File: config.mk
export PLATFORM = sky130hd
export DESIGN_NAME = hazard_controller
export DESIGN_NICKNAME = d
export VERILOG_FILES = /design/src/rtl/hazard_controller.sv
export SDC_FILE = /design/constraint.sdc
export NUM_CORES = 1
export LEC_CHECK = 0
export CORE_AREA = 2 2 69 71
export DETAILED_ROUTE_END_ITERATION = 8
export DIE_AREA = 0 0 71 73
export DONT_BUFFER_PORTS = 1
export GPL_ROUTABILITY_DRIVEN = 0
export HOLD_SLACK_MARGIN = 0.12
export REMOVE_ABC_BUFFERS = 1
export SYNTH_ARGS = -nofsm -noshare
export SYNTH_HDL_FRONTEND = slang
export SYNTH_SLANG_ARGS = --single-unit
File: constraint.sdc
create_clock -name clk -period 3.07 [get_ports clk]
set_clock_uncertainty 0.15 [all_clocks]
set_input_delay 0.307 -clock clk [delete_from_list [all_inputs] [get_ports clk]]
set_output_delay 0.307 -clock clk [all_outputs]
set_load 0.01 [all_outputs]
File: src/rtl/hazard_controller.sv
// Hazard and pipeline-control unit for the 5-stage RV32 core: operand forwarding,
// load-use and mul/div interlocks, data-memory wait stalls and a stall-cycle counter.
module hazard_controller #(
    parameter int NUM_SRC    = 2,
    parameter int MD_LATENCY = 4,
    parameter int CNT_W      = 32
) (
    input  logic                   clk,
    input  logic                   rst_n,
    input  logic [5*NUM_SRC-1:0]   ID_rs,
    input  logic [NUM_SRC-1:0]     ID_rs_used,
    input  logic [5*NUM_SRC-1:0]   EX_rs,
    input  logic [4:0]             EX_rd,
    input  logic [4:0]             MEM_rd,
    input  logic [4:0]             WB_rd,
    input  logic                   MEM_rf_we,
    input  logic                   WB_rf_we,
    input  logic                   EX_is_load,
    input  logic                   EX_is_md,
    input  logic                   EX_B,
    input  logic                   EX_J,
    input  logic                   alu_out_zero,
    input  logic                   dmem_req,
    input  logic                   dmem_ready,
    output logic [2*NUM_SRC-1:0]   fwd_sel,
    output logic                   IF_ID_stall,
    output logic                   IF_ID_flush,
    output logic                   ID_EX_stall,
    output logic                   ID_EX_flush,
    output logic                   EX_MEM_stall,
    output logic                   EX_MEM_flush,
    output logic                   MEM_WB_stall,
    output logic                   MEM_WB_flush,
    output logic                   md_start,
    output logic                   md_busy,
    output logic [CNT_W-1:0]       stall_cnt
);

    localparam int MD_CW = (MD_LATENCY > 1) ? $clog2(MD_LATENCY) : 1;
    localparam logic [MD_CW-1:0] MD_LOAD = MD_CW'(MD_LATENCY - 1);

    typedef enum logic [1:0] {
        ST_IDLE = 2'd0,
        ST_BUSY = 2'd1,
        ST_DONE = 2'd2
    } md_state_t;

    md_state_t              state_r, state_nxt_s;
    logic [MD_CW-1:0]       cnt_r, cnt_nxt_s;
    logic [CNT_W-1:0]       stall_cnt_r;
    logic [2*NUM_SRC-1:0]   fwd_sel_s;
    logic                   mem_stall_s, take_branch_s, md_stall_s, load_use_s, md_start_s;
    logic                   if_id_stall_s, if_id_flush_s, id_ex_stall_s, id_ex_flush_s;
    logic                   ex_mem_stall_s, ex_mem_flush_s, mem_wb_flush_s;

    assign mem_stall_s   = dmem_req & ~dmem_ready;
    assign take_branch_s = (EX_B & alu_out_zero) | EX_J;
    assign md_stall_s    = ((state_r == ST_IDLE) & EX_is_md) | (state_r == ST_BUSY);

    // Per-operand forwarding source; MEM is the younger producer and wins over WB
    always_comb begin
        fwd_sel_s = '0;
        for (int i = 0; i < NUM_SRC; i++) begin
            if (MEM_rf_we && (MEM_rd == EX_rs[5*i +: 5]) && (EX_rs[5*i +: 5] != 5'd0)) begin
                fwd_sel_s[2*i +: 2] = 2'b01;
            end else if (WB_rf_we && (WB_rd == EX_rs[5*i +: 5]) && (EX_rs[5*i +: 5] != 5'd0)) begin
                fwd_sel_s[2*i +: 2] = 2'b10;
            end else begin
                fwd_sel_s[2*i +: 2] = 2'b00;
            end
        end
    end

    // Load-use detection against every operand the ID instruction actually reads
    always_comb begin
        load_use_s = 1'b0;
        for (int i = 0; i < NUM_SRC; i++) begin
            if (EX_is_load && (EX_rd != 5'd0) && ID_rs_used[i] && (ID_rs[5*i +: 5] == EX_rd)) begin
                load_use_s = 1'b1;
            end else begin
                load_use_s = load_use_s;
            end
        end
    end

    // Mul/div sequencing: start cycle plus MD_LATENCY-1 busy cycles, then a release cycle
    always_comb begin
        state_nxt_s = state_r;
        cnt_nxt_s   = cnt_r;
        md_start_s  = 1'b0;
        case (state_r)
            ST_IDLE: begin
                if (EX_is_md && !take_branch_s) begin
                    md_start_s  = 1'b1;
                    cnt_nxt_s   = MD_LOAD;
                    state_nxt_s = (MD_LOAD == {MD_CW{1'b0}}) ? ST_DONE : ST_BUSY;
                end else begin
                    state_nxt_s = ST_IDLE;
                end
            end
            ST_BUSY: begin
                if (cnt_r > MD_CW'(1)) begin
                    cnt_nxt_s = cnt_r - MD_CW'(1);
                end else begin
                    cnt_nxt_s   = {MD_CW{1'b0}};
                    state_nxt_s = ST_DONE;
                end
            end
            ST_DONE: begin
                // The finished instruction only leaves EX on an edge without a memory wait
                if (!mem_stall_s) begin
                    state_nxt_s = ST_IDLE;
                end else begin
                    state_nxt_s = ST_DONE;
                end
            end
            default: begin
                state_nxt_s = ST_IDLE;
                cnt_nxt_s   = {MD_CW{1'b0}};
            end
        endcase
    end

    // Prioritised pipeline control; only the highest-priority hazard acts
    always_comb begin
        if_id_stall_s  = 1'b0;
        if_id_flush_s  = 1'b0;
        id_ex_stall_s  = 1'b0;
        id_ex_flush_s  = 1'b0;
        ex_mem_stall_s = 1'b0;
        ex_mem_flush_s = 1'b0;
        mem_wb_flush_s = 1'b0;
        if (mem_stall_s) begin
            if_id_stall_s  = 1'b1;
            id_ex_stall_s  = 1'b1;
            ex_mem_stall_s = 1'b1;
            mem_wb_flush_s = 1'b1;
        end else if (md_stall_s) begin
            if_id_stall_s  = 1'b1;
            id_ex_stall_s  = 1'b1;
            ex_mem_flush_s = 1'b1;
        end else if (take_branch_s) begin
            if_id_flush_s  = 1'b1;
            id_ex_flush_s  = 1'b1;
        end else if (load_use_s) begin
            if_id_stall_s  = 1'b1;
            id_ex_flush_s  = 1'b1;
        end else begin
            if_id_stall_s  = 1'b0;
        end
    end

    // Mul/div state and counter registers
    always_ff @(posedge clk or negedge rst_n) begin
        if (!rst_n) begin
            state_r <= ST_IDLE;
            cnt_r   <= {MD_CW{1'b0}};
        end else begin
            state_r <= state_nxt_s;
            cnt_r   <= cnt_nxt_s;
        end
    end

    // Saturating count of front-end stall cycles
    always_ff @(posedge clk or negedge rst_n) begin
        if (!rst_n) begin
            stall_cnt_r <= {CNT_W{1'b0}};
        end else if (if_id_stall_s && (stall_cnt_r != {CNT_W{1'b1}})) begin
            stall_cnt_r <= stall_cnt_r + CNT_W'(1);
        end else begin
            stall_cnt_r <= stall_cnt_r;
        end
    end

    assign fwd_sel      = fwd_sel_s;
    assign IF_ID_stall  = if_id_stall_s;
    assign IF_ID_flush  = if_id_flush_s;
    assign ID_EX_stall  = id_ex_stall_s;
    assign ID_EX_flush  = id_ex_flush_s;
    assign EX_MEM_stall = ex_mem_stall_s;
    assign EX_MEM_flush = ex_mem_flush_s;
    assign MEM_WB_stall = 1'b0;
    assign MEM_WB_flush = mem_wb_flush_s;
    assign md_start     = md_start_s;
    assign md_busy      = (state_r != ST_IDLE);
    assign stall_cnt    = stall_cnt_r;

endmodule

== Yosys cells after proc, flatten, opt, wreduce, memory -nomap -nowiden ==
Index checks and enable logic that the tools add are counted.

* Output and inout port bits: 46
* Bits in registers: 36
* Word-level logic and storage cells: 75
* Input bits: 48

* Add/sub/neg operators: 2
* Bitwise gates (word level): 7
* Reductions and logical operators: 22
* Eq/ne operators: 11
* Magnitude comparators: 1
* Mux-type cells: 29

{| class="wikitable"
|+ Operator list
! cell !! count
|-
| $add A32 B1 Y32 const B || 1
|-
| $ne A32 B32 Y1 const B || 1
|-
| $eq A5 B5 Y1 || 6
|-
| $mux W1 || 19
|-
| $mux W2 || 8
|-
| $logic_and A1 B1 Y1 || 15
|-
| $reduce_bool A5 Y1 || 3
|-
| $pmux W2 S3 || 2
|-
| $and A1 B1 Y1 || 3
|-
| $eq A2 B1 Y1 const B || 1
|-
| $eq A2 B2 Y1 const B || 1
|-
| $gt A2 B1 Y1 const B || 1
|-
| $logic_not A2 Y1 || 1
|-
| $ne A2 B1 Y1 const B || 1
|-
| $ne A2 B2 Y1 const B || 1
|-
| $not A1 Y1 || 2
|-
| $or A1 B1 Y1 || 2
|-
| $reduce_and A2 Y1 || 1
|-
| $reduce_bool A2 Y1 || 1
|-
| $sub A2 B1 Y2 const B || 1
|-
| $logic_not A1 Y1 || 1
|}

== Depth between registers and ports, before layout ==
Gate-level depths: netlist of the first run.

* Depth in word-level cells: 11
* Gate-level depth with buffers: 11
* Depth with buffers taken out: 7

== Worst setup path after synthesis of the first run ==
Ideal clock, no wire load.

* Kind: register to register
* From: register stall_cnt_r[0] (netlist: stall_cnt[0])
* To: register stall_cnt_r[6] (netlist: stall_cnt[6])
* Required time: 2.794 ns
* Buffers on the path: 4
* Setup time: 0.126 ns
* Setup slack: 0.799 ns
* Clock period less this slack: 2.271 ns
* Stages on the path, launching flop included: 12
* Arrival time: 1.995 ns
* Cell sequence: dfrtp_1 > ha_1 > and3_1 > clkbuf_1 > and3_1 > buf_6 > nand4_1 > o21a_1 > buf_6 > buf_8 > nand4_1 > xnor2_1

* Cells in the longest elaborated chain, start to end: 2
* Elaborated cells between the ends (all ways): 3
* Classes of those cells: 1 x add/sub; 1 x eq/ne; 1 x reduce/logical

{| class="wikitable"
|+ RTL lines
! what !! line !! source
|-
| start, declared || 50 || <nowiki>logic [CNT_W-1:0] stall_cnt_r;</nowiki>
|-
| start signal, assigned || 167 || <nowiki>stall_cnt_r <= {CNT_W{1'b0}};</nowiki>
|-
| start signal, assigned || 169 || <nowiki>stall_cnt_r <= stall_cnt_r + CNT_W'(1);</nowiki>
|-
| start signal, assigned || 171 || <nowiki>stall_cnt_r <= stall_cnt_r;</nowiki>
|-
| parallel branches: the longest is 2 deep, another holds $add A32 B1 Y32 || - ||
|}

Several ways; the timed one is not identified.
A chain may end at the register's enable or synchronous reset.

== Worst setup path after layout of the first run ==
* From: register stall_cnt_r[0] (netlist: stall_cnt[0])
* To: register stall_cnt_r[1] (netlist: stall_cnt[1])

Same word-level chain as after synthesis.

==> results of run 1 <==
## kinds of logic after synthesis
kind of cell | after synthesis | synth area share [%]
muxes | 1 | 0.526
xor gates and xnor gates | 61 | 24.9
other | 1 | 0.175
and+or+nand+nor | 86 | 24.4
buffers and inverters | 11 | 3.85
AOI/OAI and AO/OA | 12 | 3.50
DFF | 36 | 42.1
adders and majority gates | 1 | 0.584
## registers in the layout, summed over array words and instances (netlist names)
register,cells
stall_cnt,32
state_r,2
cnt_r,2
## area by class of cell
type | count | share of cell area (%)
clock buffers | 6 | 3.16
clock inverters | 2 | 1.53
inverters | 2 | 0.327
multi-input cells | 162 | 50.4
flip-flops and latches | 36 | 39.2
well taps | 54 | 2.94
repair buffers | 5 | 2.40
## per-layer routing
metal  up-vias  GRT usage, %  routed length, um  share of wire (%)
li1        733             -                  -                  -
met1       744          19.5               1750                 38
met2        71          31.0               2320                 50
met3         5          8.01                495                 11
met4         0          5.66                 56                1.2
met5         -             0                  0                  0
## metrics by stage
step	setup WS (ps)	power, W	instance area (sq um)
3_5_place_dp	473	0.000964	2150
4_1_cts	462	0.00139	2300
5_1_grt	349	0.00145	2300
2_1_floorplan	467	0.000882	2070
3_3_place_gp	579	0.000939	2150
6_report	477	0.00137	2300
## worst reg2reg max path, delay by kind of cell (launching register included)
kind | cells | cell delay, ps
and+or+nand+nor | 3 | 710
DFF | 1 | 470
muxes | 1 | 380
buffers and inverters | 1 | 320
adders and majority gates | 1 | 250
AOI/OAI and AO/OA | 1 | 200
## worst max path at each step
| stage | from | end | slack (ps) |
|---|---|---|---|
| after floorplan | stall_cnt[0] | stall_cnt[1] | 470 |
| after global placement | stall_cnt[0] | stall_cnt[1] | 580 |
| after detailed placement | stall_cnt[0] | stall_cnt[1] | 470 |
| after CTS | stall_cnt[0] | stall_cnt[1] | 460 |
| after global routing | stall_cnt[0] | stall_cnt[5] | 350 |
| final | stall_cnt[0] | stall_cnt[1] | 480 |
## report_power, final
part | switching, W | internal, W | leakage, nW
Sequential | 0.000116 | 0.000543 | 0.482
Clock | 0.000165 | 0.000241 | 0.0552
Combinational | 0.000170 | 0.000136 | 0.399
## what timing repair did
action	in CTS	in global routing
endpoints found under the setup margin	0	0
buffers inserted	0	0
endpoints found under the hold margin	37	0
hold buffers	3	0
## layout by cell type, fill, tap and decap left out, drive strengths merged, types with 6 or more instances in the layout
cell    count
and3       15
nor2        7
xor2        6
clkbuf      6
dfrtp      36
nand4      19
nand2      14
nand3      14
xnor2      55
==> qor.yml, run 1 <==
vias: 1553
r2r_end: "stall_cnt[1]"
drc: 0
cts_sinks: 36
placedCellCount: 256
r2r_setup_slack_ps: 480
drt-initial-drc-count: 89
hpwl_um: 3570
grt_max_degree: 37
ys.warnings.count: 0
drv_cap: 0
start_util_pct: 47.2
insertion_delay_ps: 290
synth_area_leaders: "dfrtp_1, xnor2_1, nand4_1"
pin_count: 94
wl_per_cell_um: 17.3
die_x_um: 71
relSlewSlack_pct: 49.9
r2r_start: "stall_cnt[0]"
ant_nets: 0
critical_path_depth: 7
cts_resized: 0
postSynthAreaPerCell_sq_um: 10.2
power.density_nw_per_um2: 597
area_growth_pct: 7.24
worst-r2r-cell-count: 7
grt_pass1_vias: 1564
drt_first_pass_iters: 4
path_buf_inv: 1
synth.top_cell.area_share_pct: 42.1
nFillCells: 428
power.leakage_nw: 0.936
die_h_um: 73
crit_type: "flip-flop to flip-flop"
whs_path_depth: 3
grt_pass1_wl_um: 7270
register_area_sq_um: 901
hold_class: "input port to flip-flop"
layout.cells.non_filler: 267
fin_nets: 261
critPathMaxStageDelay_ps: 470
end_kind: "flip-flop"
worstPathArrival_ps: 2620
slowest_stage: "dfrtp_1"
holdWs_ps: 227
fp.coreArea_sq_um: 4540
status: "complete, no violations"
maxSlewViolCount: 0
synth_edf_count: 0
synth-main-ff-cell: "dfrtp_1"
setup_viol: 0
worstPathCellList: "ha_1 -> and3_1 -> and3_1 -> nand4_1 -> o21a_1 -> buf_4 -> mux2_2"
multi_input_area_sq_um: 1160
cts-root-buf: "clkbuf_8"
period_share_pct: 84.5
final-hold-violation-count: 0
n_antenna_cell: 0
yosys-top-cells-count: "xnor2_1, dfrtp_1, nand4_1"
cp_max_fo: 24
ys_async_sr_fraction_pct: 100
clkSlewWorstSetupHoldPaths_ps: 70
grt.overflow.total: 0
yosysMostFrequentCell: "xnor2_1"
critPathLaunchType: "flip-flop"
post-route-util_pct: 50.6
drive_gt1_share_pct: 9.86
required_ps: 3090
crit_top_cell: "and3_1"
worstMarginPinSlew_ps: 745
h-tree-depth: 2
port_buffers: 0
min_to: "state_r[0]"
num_rows: 25
via_per_inst: 5.82
cts-buffers-inserted: 5
track_usage_pct: 17.8
die_area_sq_um: 5180
peakVddDrop_v: 0.000430
hp-start: "EX_J"
final.setup.tns_ps: 0
period_needed_ps: 2590
synth_top_area_cell: "dfrtp_1"
antenna_found_initial: 0
cts_tree: "built"
critPathTopFamily: "simple AND/OR/NAND/NOR gates"
ys_seq_elements: 36
clk_path_buf_depth: 2
yosysSeqAreaShare_pct: 42.1
rsz0062_at_grt: "no"
ys_types: 35
wl_um: 4620
synthCells: 209
syn_area_sq_um: 2140
fmax_mhz: 386
Note: power is estimated with default switching activity, not from simulation.
==> run 2, diff against run 1 <==
Clock period 3.07 ns to 2.4 ns, I/O delays scaled along.
==> run 2 against run 1 <==
Compared with the run above: cell count rose by 4.1%; sequential power rose by 16%; die area did not move; worst setup slack got worse by 290 ps; count of clock-buffer cells in the layout did not move; sequential share of layout area fell by 1.3 points; largest cell class unchanged.
==> qor.yml, run 2 (synthesized netlist as in run 1, its figures left out) <==
holdWs_ps: 143  # was 227 ps
power_switching_w: 0.000593  # was 0.000451 W
critPathLaunchType: "flip-flop"  # unchanged
area_growth_pct: 11.1  # was 7.24%
status: "complete, no violations"  # unchanged
ant_nets: 0  # unchanged
power.density_nw_per_um2: 748  # was 597 nW/um^2
drt-initial-drc-count: 53  # was 89
worstPathCellList: "and3_1 -> and3_1 -> and3_1 -> nand4_1 -> o21a_2 -> buf_12 -> mux2_2"  # was ha_1 -> and3_1 -> and3_1 -> nand4_1 -> o21a_1 -> buf_4 -> mux2_2
end_kind: "flip-flop"  # unchanged
h-tree-depth: 2  # unchanged
cts_sinks: 36  # unchanged
drv_cap: 0  # unchanged
insertion_delay_ps: 280  # was 290 ps
grt.overflow.total: 0  # unchanged
cts-root-buf: "clkbuf_8"  # unchanged
port_buffers: 0  # unchanged
p_seq_share_pct: 43.1  # was 48.1%
pin_count: 94  # unchanged
period_share_pct: 92.4  # was 84.5%
grt_pass1_wl_um: 7640  # was 7270 um
finalWorstSetupSlack_ps: 182  # was 477 ps
fin_nets: 272  # was 261
pre_cts_slack_ps: 129  # was 473 ps
wl_per_cell_um: 16.7  # was 17.3 um
required_ps: 2420  # was 3090 ps
p_int_w: 0.00119  # was 0.000920 W
p_comb_share_pct: 32.4  # was 22.3%
setup_viol: 0  # unchanged
drt_first_pass_iters: 4  # unchanged
rsz0062_at_grt: "no"  # unchanged
worstMarginPinSlew_ps: 753  # was 745 ps
die_x_um: 71  # unchanged
vias: 1611  # was 1553
final-hold-violation-count: 0  # unchanged
total_power_w: 0.00178  # was 0.00137 W
n_antenna_cell: 0  # unchanged
clk_path_buf_depth: 2  # unchanged
via_per_inst: 5.79  # was 5.82
final_common_cell: "xnor2_1"  # unchanged
hpwl_um: 3630  # was 3570 um
num_rows: 25  # unchanged
cts-buffers-inserted: 5  # unchanged
final_cell_mix: "xnor2_1, dfrtp_1, nand4_1, nand2_1, and3_1"  # unchanged
relSlewSlack_pct: 49.3  # was 49.9%
maxSlewViolCount: 0  # unchanged
fmax_mhz: 451  # was 386 MHz
drive_gt1_share_pct: 15.6  # was 9.86%
critPathMaxStageDelay_ps: 410  # was 470 ps
fp.coreArea_sq_um: 4540  # unchanged
r2r_setup_slack_ps: 180  # was 480 ps
antenna_found_initial: 0  # unchanged
grt_pass1_vias: 1741  # was 1564
grt_max_degree: 37  # unchanged
drc: 0  # unchanged
p_sw_share_pct: 33.3  # was 32.9%
peakVddDrop_v: 0.000561  # was 0.000430 V
cp_max_fo: 14  # was 24
die_h_um: 73  # unchanged
die_area_sq_um: 5180  # unchanged
track_usage_pct: 18.5  # was 17.8%
post_cts_buffers: 0  # unchanged
hold_class: "input port to flip-flop"  # unchanged
start_util_pct: 47.2  # unchanged
slowest_stage: "dfrtp_2"  # was dfrtp_1
crit_top_cell: "and3_1"  # unchanged
finalInstanceArea_sq_um: 2380  # was 2300 sq um
power.leakage_nw: 0.991  # was 0.936 nW
largest_reg_flops: 32  # unchanged
cts_tree: "built"  # unchanged
final.setup.tns_ps: 0  # unchanged
clkSlewWorstSetupHoldPaths_ps: 70  # about the same
period_needed_ps: 2220  # was 2590 ps
worstPathArrival_ps: 2240  # was 2620 ps
crit_type: "flip-flop to flip-flop"  # unchanged
place_area_sq_um: 2240  # was 2150 sq um
wl_um: 4650  # was 4620 um
clkPwrFrac_pct: 24.4  # was 29.6%
[run 2: routing by layer]
layer	wire, um	vias to the layer above	part of all wire, %	global-route usage (%)
met1	1780	773	38	20.2
met3	469	8	10	7.73
met4	78	0	1.7	6.29
met5	0	-	0	0
li1	-	753	-	-
met2	2330	77	50	32.4
[run 2: worst paths after layout]
| path | start | to | cells past startpoint |
|---|---|---|---|
| min | EX_J | state_r[0] | 3 |
| max in group asynchronous | rst_n | stall_cnt[15] | 2 |
| min in group asynchronous | rst_n | stall_cnt[6] | 2 |
| min reg2reg | cnt_r[0] | cnt_r[0] | 1 |
| max | stall_cnt[15] | stall_cnt[1] | 7 |
| max reg2reg | stall_cnt[15] | stall_cnt[1] | 7 |
[run 2: power by group through the flow]
stage / clock network (W) / registers (W) / logic [W]
2_1_floorplan: 0 / 0.000821 / 0.000307
3_3_place_gp: 0 / 0.000771 / 0.000538
3_5_place_dp: 0 / 0.000779 / 0.000563
4_1_cts: 0.000451 / 0.000769 / 0.000585
5_1_grt: 0.000477 / 0.000782 / 0.000638
6_report: 0.000435 / 0.000768 / 0.000578
[run 2: timing repair]
| item | in CTS | in global routing |
|---|---|---|
| resized for setup | 0 | 2 |
| hold buffers | 3 | 0 |
| endpoints found under the setup margin | 0 | 11 |
| hold endpoints to repair | 37 | 0 |
[run 2: stage by stage]
step / instances / utilization (%)
finish: 278 / 52.5
detailed placement: 267 / 49.5
CTS: 278 / 52.4
global placement: 267 / 49.5
global route: 278 / 52.5
floorplan: 200 / -
[run 2: critical path, delay by kind of cell, from the launching register on]
family	cells	cell delay, ps
and+or+nand+nor	4	840
buffers and inverters	1	160
AOI/OAI and AO/OA	1	280
muxes	1	260
DFF	1	410
[run 2: cell type report]
class	instances	area [sq um]
fill	407	2160
multi-input combinational	162	1160
sequential	36	902
timing repair buffer	16	150
clock buffer	6	82.6
tap	54	67.6
clock inverter	2	10.0
inverter	2	7.51
